[src/rtl/serout_shifter_pkg.sv]
// Shared constants for the SEROUT transmit path: state encoding and frame defaults.
package serout_shifter_pkg;

   // Transmit state encoding (legacy-compatible constants)
   localparam logic [1:0] ST_IDLE  = 2'd0;
   localparam logic [1:0] ST_START = 2'd1;
   localparam logic [1:0] ST_DATA  = 2'd2;
   localparam logic [1:0] ST_STOP  = 2'd3;

   // Frame shape defaults
   localparam int unsigned DEFAULT_DATA_BITS = 8;
   localparam int unsigned DEFAULT_STOP_BITS = 1;

   // CPU data bus width
   localparam int unsigned DIN_W = 8;

endpackage

[src/rtl/serout_hold_reg.sv]
// SEROUT holding register: CPU writes land here until the shifter consumes them.
module serout_hold_reg
   import serout_shifter_pkg::*;
#(
   parameter int unsigned W = DEFAULT_DATA_BITS
) (
   input  logic         clk,
   input  logic         resetn,
   input  logic         wrEn,
   input  logic         load,
   input  logic [W-1:0] wrData,
   output logic [W-1:0] holdData,
   output logic         holdValid,
   output logic         holdValidNext_c
);

   // A write always wins over a simultaneous consume: the old byte goes to the
   // shifter, the new byte stays held and valid.
   always_comb begin
      holdValidNext_c = wrEn | (holdValid & ~load);
   end

   // Holding register and valid flag; a write over a valid byte simply replaces it
   always_ff @(negedge clk or negedge resetn) begin
      if (!resetn) begin
         holdData  <= '0;
         holdValid <= 1'b0;
      end else begin
         if (wrEn) begin
            holdData <= wrData;
         end
         holdValid <= holdValidNext_c;
      end
   end

endmodule

[src/rtl/serout_shifter.sv]
// SEROUT transmit path: frames the held byte as start, data LSB-first, stop bit(s),
// one bit per timer bit tick, and raises the SEROR/SEROC interrupt sources.
module serout_shifter
   import serout_shifter_pkg::*;
#(
   parameter int unsigned DATA_BITS = DEFAULT_DATA_BITS,
   parameter int unsigned STOP_BITS = DEFAULT_STOP_BITS
) (
   input  logic             clk,
   input  logic             resetn,
   input  logic             enn,
   input  logic             addrSerout,
   input  logic [DIN_W-1:0] Din,
   input  logic             bitTick,
   input  logic             forceBreak,
   output logic             serOut,
   output logic             dataNeeded,
   output logic             txDone,
   output logic             txBusy
);

   // One counter serves both data bits and stop bits; DATA_BITS >= STOP_BITS always
   localparam int unsigned CNT_W = (DATA_BITS > 1) ? $clog2(DATA_BITS) : 1;

   logic [1:0]           state;
   logic [1:0]           nextState;
   logic [DATA_BITS-1:0] shiftReg;
   logic [DATA_BITS-1:0] nextShift;
   logic [CNT_W-1:0]     bitCnt;
   logic [CNT_W-1:0]     nextCnt;
   logic                 lineBit;
   logic                 nextLine;
   logic                 load;
   logic                 tickEn;
   logic                 wrEn;
   logic [DATA_BITS-1:0] holdData;
   logic                 holdValid;
   logic                 holdValidNext_c;

   assign tickEn = enn & bitTick;
   assign wrEn   = enn & addrSerout;

   serout_hold_reg #(
      .W (DATA_BITS)
   ) u_hold (
      .clk             (clk),
      .resetn          (resetn),
      .wrEn            (wrEn),
      .load            (load),
      .wrData          (DATA_BITS'(Din)),
      .holdData        (holdData),
      .holdValid       (holdValid),
      .holdValidNext_c (holdValidNext_c)
   );

   // Next-state, shifter and line-bit decode; a start bit is driven on the same
   // tick that leaves IDLE (or finishes the last stop bit) so every bit is one tick long
   always_comb begin
      nextState = state;
      nextShift = shiftReg;
      nextCnt   = bitCnt;
      nextLine  = lineBit;
      load      = 1'b0;

      case (state)
         ST_IDLE: begin
            nextLine = 1'b1;
            if (tickEn && holdValid) begin
               load      = 1'b1;
               nextShift = holdData;
               nextCnt   = '0;
               nextLine  = 1'b0;
               nextState = ST_START;
            end
         end
         ST_START: begin
            if (tickEn) begin
               nextLine  = shiftReg[0];
               nextCnt   = '0;
               nextState = ST_DATA;
            end
         end
         ST_DATA: begin
            if (tickEn) begin
               if (bitCnt == CNT_W'(DATA_BITS - 1)) begin
                  nextLine  = 1'b1;
                  nextCnt   = '0;
                  nextState = ST_STOP;
               end else begin
                  nextShift = shiftReg >> 1;
                  nextLine  = shiftReg[1];
                  nextCnt   = bitCnt + CNT_W'(1);
               end
            end
         end
         ST_STOP: begin
            if (tickEn) begin
               if (bitCnt == CNT_W'(STOP_BITS - 1)) begin
                  nextCnt = '0;
                  if (holdValid) begin
                     load      = 1'b1;
                     nextShift = holdData;
                     nextLine  = 1'b0;
                     nextState = ST_START;
                  end else begin
                     nextLine  = 1'b1;
                     nextState = ST_IDLE;
                  end
               end else begin
                  nextCnt = bitCnt + CNT_W'(1);
               end
            end
         end
         default: begin
            nextLine  = 1'b1;
            nextCnt   = '0;
            nextState = ST_IDLE;
         end
      endcase
   end

   // State, shifter and registered status; everything holds while enn is low
   always_ff @(negedge clk or negedge resetn) begin
      if (!resetn) begin
         state      <= ST_IDLE;
         shiftReg   <= '0;
         bitCnt     <= '0;
         lineBit    <= 1'b1;
         dataNeeded <= 1'b0;
         txDone     <= 1'b1;
         txBusy     <= 1'b0;
      end else if (enn) begin
         state      <= nextState;
         shiftReg   <= nextShift;
         bitCnt     <= nextCnt;
         lineBit    <= nextLine;
         dataNeeded <= load;
         txDone     <= (nextState == ST_IDLE) & ~holdValidNext_c;
         txBusy     <= (nextState != ST_IDLE);
      end
   end

   // Break forces the line low without stopping the shifter underneath
   assign serOut = lineBit & ~forceBreak;

endmodule

[config.mk]
export PLATFORM = sky130hd
export DESIGN_NAME = serout_shifter
export DESIGN_NICKNAME = d
export VERILOG_FILES = /design/src/rtl/serout_shifter_pkg.sv /design/src/rtl/serout_hold_reg.sv /design/src/rtl/serout_shifter.sv
export SDC_FILE = /design/constraint.sdc
export NUM_CORES = 1
export LEC_CHECK = 0
export CORE_ASPECT_RATIO = 1.4
export CORE_MARGIN = 3
export CORE_UTILIZATION = 45
export DETAILED_ROUTE_END_ITERATION = 16
export PLACE_DENSITY = 0.66
export SYNTH_ARGS = -nofsm -noshare
export SYNTH_HDL_FRONTEND = slang
export SYNTH_HIERARCHICAL = 1
export SYNTH_SLANG_ARGS = --single-unit
[constraint.sdc]
create_clock -name clk -period 5.45 [get_ports clk]
set_input_delay 0.545 -clock clk [delete_from_list [all_inputs] [get_ports clk]]
set_output_delay 0.545 -clock clk [all_outputs]
set_load 0.005 [all_outputs]
* Yosys cells after proc, flatten, opt, wreduce, memory -nomap -nowiden
Cells that the tools add are included.
Cells by class: divide/modulo/power cells 0, eq/ne operators 11, magnitude comparators 0, bitwise logic cells 9, reduce and logical (&&, ||, !) cells 9, add/sub/neg operators 1, shift operators 0, muxes and demuxes 35, multipliers 0
Operators with widths (count):
- $mux W8 | 6
- $pmux W8 S3 | 1
- $mux W3 | 6
- $mux W1 | 12
- $mux W2 | 6
- $ne A2 B2 Y1 const B | 6
- $pmux W3 S4 | 1
- $reduce_and A5 Y1 | 2
- $pmux W2 S4 | 1
- $reduce_and A8 Y1 | 1
- $and A1 B1 Y1 | 5
- $eq A2 B2 Y1 const B | 2
- $logic_not A2 Y1 | 2
- $pmux W1 S4 | 1
- $add A3 B1 Y3 const B | 1
- $eq A3 B3 Y1 const B | 1
- $logic_not A3 Y1 | 1
- $not A1 Y1 | 3
- $reduce_bool A3 Y1 | 1
- $eq A2 B1 Y1 const B | 1
- $ne A2 B1 Y1 const B | 1
- $pmux W1 S2 | 1
- $reduce_bool A2 Y1 | 1
- $logic_and A1 B1 Y1 | 1
- $or A1 B1 Y1 | 1
Storage, ports and cells: bits in registers 26, output and inout port bits 4, ROM bits 0, memory bits (writable) 0, memories kept 0, input port bits 14, bits in latches 0

* Logic depth before layout (Yosys ltp)
Gate-level depths: netlist of the first run.
depth in word-level cells 9, mapped depth 8

* Cells and area by module
The synthesis of the first run kept the hierarchy.
By module, submodules not included:
- serout_shifter | cells an instance 113, area each 1231.2 um2, times used 1, seq. area each 427.9 um2
- serout_hold_reg | cells an instance 20, area each 369.1 um2, times used 1, seq. area each 225.2 um2

==> qor.txt, run 1 <==
CP required = 2.85 ns
Setup TNS = 0 ns
First-pass GRT wire length = 5.33 mm
Via count = 1,099
DR WL/cell = 16.0 um
Hold path startpoint = dataNeeded
Die width = 56.4 um
Syn avg cell area = 12.0 um^2
Post-CTS Setup Inserts = 0
CTS tree = done
CTS resizes = 0
DRT Wirelength = 3.11 mm
Worst-path cell chain = clkdlybuf4s50_1, and3b_2, o31ai_2, a2111o_1, buf_12, mux2_4
Slew Viols, Final = 0
CTS Buf Count = 3
# diodes = 0
Slew HR = 52.6%
CP Max Fanout = 8
Drt first pass iters = 4
CTS root buf = clkbuf_8
CP max stage delay = 0.61 ns
Crit path DAT = 2.34 ns
Distinct cell type count after synthesis = 45
Cell area after synthesis = 0.00160 mm^2
Clock Sinks = 26
Critical-path top delay cell = clkdlybuf4s50_1
Post-route DRC = 0
Most common cell after layout, fill and taps aside = dfrtn_1
Worst-skew pair later-pin latency = 0.33 ns
Peak supply drop = 0.277 mV
Slew @ Worst Pin = 0.712 ns
CP endpoint kind = flip-flop
Hold Crit Depth = 1
Vias per inst = 5.66
Setup crit start kind = input port
Seq/Total Area, Yosys = 40.8%
Hold_buf cts = 0
Min Hold Slack = 0.428 ns
Layout cells sized above 1 = 27.3%
Lkg Pwr = 0.864 nW
Synth warn = 6
Nets = 178
PwrDens = 474 mW/mm^2
P&R area growth vs syn = 16.7%
Starting DRT DRC Count = 19
R2R Setup Slk = 2.93 ns
WS Path Type = in -> reg
DPL Wire Length = 2.41 mm
H-tree Lvls = 1
Die Span Y = 76.6 um
Final Hold Viols = 0
Largest net degree at the start of global routing = 19
DR WL met3 = 127 um
Synth area leader = dfrtn_1
Initial Util = 46.9%
Tot GR Track Use = 15.5%
Met2 routed WL = 1.65 mm
Status = finished, final reports clean
Post-synth top area share = 37.5%
Max Buffers Root-to-Sink = 2
Global route total overflow = 0
Max Used Layer = met4
Initial antenna violation count = 0
Worst reg2reg path endpoint = shiftReg[6]
Final Skew = 0.0518 ns
Final RePlAce weighted congestion = 0.905
Synth async-reset ratio = 100%
Vias in the first global route = 1,156
Top post-synthesis cells by area = dfrtn_1, mux2_4, ha_1
Unrepaired setup endpoints after global routing = no
R2R Path Start = state[0]
Flip-flop and latch count after synthesis = 26
FILL cells = 282
I/O Buffers = 17
M1 WL = 1.27 mm
Routed Antenna Nets = 0
FF-to-FF path depth = 7
Max cap viols = 0
Clock slew at reported path FFs = 0.06 ns
WHS Endpoint = dataNeeded
FP Rows = 25
Core ar. = 0.00341 mm^2
I/O pin cnt = 18
Number of flops mapped to enable cells by yosys = 0
Commonest cells after routing, fill and taps aside = dfrtn_1, clkdlybuf4s50_1, mux2_4
Die ar. = 0.00432 mm^2
Setup violations, final = 0
Commonest register cell after synthesis = dfrtn_1
HP Class = reg -> reg
Synth Instances = 133
Synthesized Nets = 156
## power by group
part	leakage, nW	internal, mW	switching (mW)
Sequential	0.310	0.276	0.0562
Clock	0.0334	0.0543	0.0608
Combinational	0.520	0.251	0.188
Total	0.864	0.581	0.305
## per-stage QoR
step                      worst slack [ns]  power [mW]  instances  utilization (%)  cell area (um^2)
after floorplan                      0.949       0.653        133                -              1600
after global placement               0.271       0.764        189             53.4              1820
after detailed placement             0.243       0.777        189             53.4              1820
after CTS                            0.532       0.895        194             54.8              1870
after global routing                 0.456       0.957        194             54.8              1870
final                                0.507       0.886        194             54.8              1870
## cell usage after synthesis (all sizes together), types with 2 or more instances
cell and count:
a21o 3, nor2 5, ha 9, a31oi 2, nand3 2, o21ai 4, a2bb2oi 2, a22o 2
inv 9, and2 2, dfrtn 24, mux2 25, dfstp 2, nor2b 3, a21oi 3, buf 7
nand2 5, nand2b 3, o31ai 2
## state kept, by name, indices dropped and copies added, names as in the netlist, 2 cells and up
signal and flops:
shiftReg 8, u_hold/holdData 8, bitCnt 3, state 2
## layer usage
layer / track usage [%] / vias to the layer above
met3: 3.05 / 5
met4: 5.46 / 0
met5: 0 / -
met2: 27.3 / 32
met1: 18.4 / 543
li1: - / 519
## how the worst max path moves through the flow
| stage | from | endpoint | slack [ns] | depth (start not counted) |
|---|---|---|---|---|
| finish | bitTick | shiftReg[6] | 0.51 | 6 |
| global placement | bitTick | shiftReg[6] | 0.27 | 6 |
| detailed placement | bitTick | shiftReg[6] | 0.24 | 6 |
| global route | bitTick | txBusy | 0.46 | 6 |
| floorplan | bitTick | txDone | 0.95 | 7 |
| CTS | bitTick | shiftReg[6] | 0.53 | 6 |
## layout make-up
cell class,count,area (um^2),area share [%]
multi-input combinational,91,855,45.7
inverter,8,30.0,1.61
tap,40,50.0,2.68
clock inverter,2,7.51,0.402
timing repair buffer,23,228,12.2
clock buffer,4,45.0,2.41
sequential,26,653,35.0
## worst max-delay path: cells and delay by family
family,cells,cell delay (ns)
mux,1,0.29
simple gates,1,0.23
buf+inv,2,0.78
compound gates,2,0.49
## logic make-up after synthesis
family,count (synthesis),synth area share (%)
compound gates,28,14.2
simple gates,28,10.2
flops,26,40.8
mux,26,22.0
fa+ha+maj,9,7.04
buf+inv,16,5.79
No activity file was read; power rests on OpenSTA's default activity.
==> run 2: changes to the inputs <==
Settings changed: CAP_MARGIN set to 20, DONT_BUFFER_PORTS set to 1, PLACE_DENSITY 0.66 to 0.6, SYNTH_HIERARCHICAL 1 to unset.
==> run 2 against run 1 <==
Clock-buffer cell count down 1. Clock power barely moved. Clock skew up 0.0017 ns. Global-route usage rose by 0.84 points. Die area shrank 6.8%. Sequential share of layout area is 6.9 points higher.
==> qor.txt, run 2 <==
Clock slew at reported path FFs = 0.06 ns (about the same)
Cell area after synthesis = 0.00148 mm^2 (-7.5%)
Slew Viols, Final = 0 (unchanged)
WHS Endpoint = u_hold.holdData[5]
Lkg Pwr = 0.701 nW (-19%)
PwrDens = 514 mW/mm^2 (+8.3%)
Worst-skew pair later-pin latency = 0.33 ns (about the same)
Peak supply drop = 0.296 mV (+6.5%)
# diodes = 0 (unchanged)
CTS root buf = clkbuf_8
Synth async-reset ratio = 100% (unchanged)
Unrepaired setup endpoints after global routing = no
Synth warn = 0 (-6)
R2R Path Start = state[0]
WS Path Type = in -> reg
Initial antenna violation count = 0 (unchanged)
Hold_buf cts = 0 (unchanged)
Hold Crit Depth = 1 (unchanged)
Setup violations, final = 0 (unchanged)
Slew @ Worst Pin = 0.648 ns (-0.0640 ns)
Post-CTS Setup Inserts = 0 (unchanged)
Slew HR = 56.8% (+4.3 points)
First-pass GRT wire length = 4.77 mm (-10%)
P&R area growth vs syn = 5.33%
Top post-synthesis cells by area = dfrtn_1, mux2_2, mux2_4
Commonest cells after routing, fill and taps aside = dfrtn_1, mux2_2, inv_1
Global route total overflow = 0 (unchanged)
Tot Pwr = 0.801 mW (-9.6%)
Setup TNS = 0 ns (unchanged)
DR WL/cell = 15.6 um (-2.5%)
Max Buffers Root-to-Sink = 2 (unchanged)
Post-synth top area share = 40.6% (+3.0 points)
Worst slack, placed = 0.718 ns (+0.476 ns)
Core ar. = 0.00312 mm^2 (-8.4%)
I/O Buffers = 0 (-17)
M2 GR Usage = 26.4% (-0.92 points)
FILL cells = 294 (+4.3%)
CP required = 2.85 ns (about the same)
Status = finished, final reports clean
Number of flops mapped to enable cells by yosys = 0 (unchanged)
I/O pin cnt = 18 (unchanged)
Met1 Usage GRT = 21.3% (+2.9 points)
Post-route DRC = 0 (unchanged)
Routed Antenna Nets = 0 (unchanged)
Setup crit start kind = input port
Final Skew = 0.0535 ns (+0.00171 ns)
Most common cell after layout, fill and taps aside = dfrtn_1
Worst reg2reg path endpoint = shiftReg[5]
DPL Wire Length = 2.04 mm (-15%)
Vias in the first global route = 1,027 (-11%)
Crit path DAT = 1.84 ns (-0.50 ns)
Vias per inst = 5.71 (+0.77%)
Drt first pass iters = 4 (unchanged)
Tot GR Track Use = 16.3% (+0.84 points)
Die ar. = 0.00402 mm^2 (-6.8%)
CTS Buf Count = 3 (unchanged)
Largest net degree at the start of global routing = 27 (+8)
Nets = 153 (-14%)
Final RePlAce weighted congestion = 0.805 (-11%)
Syn avg cell area = 11.7 um^2 (-3.1%)
Commonest register cell after synthesis = dfrtn_1
Seq/Total Area, Yosys = 44.1% (+3.3 points)
Starting DRT DRC Count = 29 (+10)
Final Hold Viols = 0 (unchanged)
Top post-synthesis cells by count = dfrtn_1, mux2_2, inv_1
CP endpoint kind = flip-flop
Most Crowded Layer GR = met2
Met3 usage = 2.03% (-1.0 points)
Synth Instances = 127 (-4.5%)
Final WS setup = 1.01 ns (+0.500 ns)
HP Class = reg -> reg
Post-Place Cells = 163 (-14%)
CTS tree = done
Synth area leader = dfrtn_1
Flip-flop and latch count after synthesis = 26 (unchanged)
Most frequent cell after synthesis = dfrtn_1
Non-Filler Instances = 168 (-13%)
CTS resizes = 0 (unchanged)
DRT Wirelength = 2.62 mm (-16%)
Distinct cell type count after synthesis = 36 (-20%)
H-tree Lvls = 1 (unchanged)
R2R Setup Slk = 2.70 ns (-0.23 ns)
FF-to-FF path depth = 6 (-1)
FP Rows = 24 (-4.0%)
Min Hold Slack = 0.449 ns (+0.0204 ns)
Layout cells sized above 1 = 24.8% (-2.5 points)
Initial Util = 47.4% (+0.46 points)
Max cap viols = 0 (unchanged)
Synthesized Nets = 150 (-3.8%)
Die width = 54.5 um (-3.4%)
Die Span Y = 73.9 um (-3.5%)
Hold path startpoint = u_hold.holdData[5]
Via count = 959 (-13%)
Clock Sinks = 26 (unchanged)
CP Max Fanout = 12 (+4)
Largest registers = shiftReg: 8 flops, u_hold.holdData: 8 flops, bitCnt: 3 flops
==> run 2: critical path: stages <==
cell and delay, ns:
nor4b_2 0.16, a31oi_1 0.08, or4_1 0.67, mux2_4 0.39
==> run 2: layer usage <==
layer | share of wire, % | routed length, um
met4 | 1.7 | 45
met3 | 2.5 | 65
met2 | 53 | 1390
met5 | 0 | 0
met1 | 43 | 1120
==> run 2: cell type report <==
cell class / instances / area, um^2 / share of cell area, %
multi-input cells: 87 / 766 / 49.1
flip-flops and latches: 26 / 653 / 41.9
well taps: 39 / 48.8 / 3.13
clock buffers: 3 / 41.3 / 2.65
inverters: 10 / 37.5 / 2.41
clock inverters: 3 / 12.5 / 0.803
==> run 2: worst max-delay path by stage <==
stage,startpoint,to,slack [ns],cells after the start
after detailed placement,enn,shiftReg[6],0.72,4
after floorplan,enn,shiftReg[0],0.94,5
after global placement,enn,shiftReg[4],0.74,4
after global routing,enn,shiftReg[0],0.95,4
final,enn,shiftReg[5],1.01,4
after CTS,enn,shiftReg[5],1.01,4
==> run 2: power breakdown <==
group          switching [mW]  internal, mW
Sequential             0.0522         0.271
Clock                  0.0594        0.0526
Combinational           0.168         0.198
==> run 2: per-stage QoR <==
step | util, % | instance area, um^2
CTS | 49.9 | 1560
floorplan | - | 1480
global placement | 48.3 | 1510
finish | 49.9 | 1560
global route | 49.9 | 1560
detailed placement | 48.3 | 1510
==> run 2: cell families after synthesis <==
group	share of synthesized area [%]
and+or+nand+nor	10.4
DFF	44.1
muxes	22.3
buffers and inverters	4.14
adders and majority gates	7.61
AOI/OAI and AO/OA	11.4
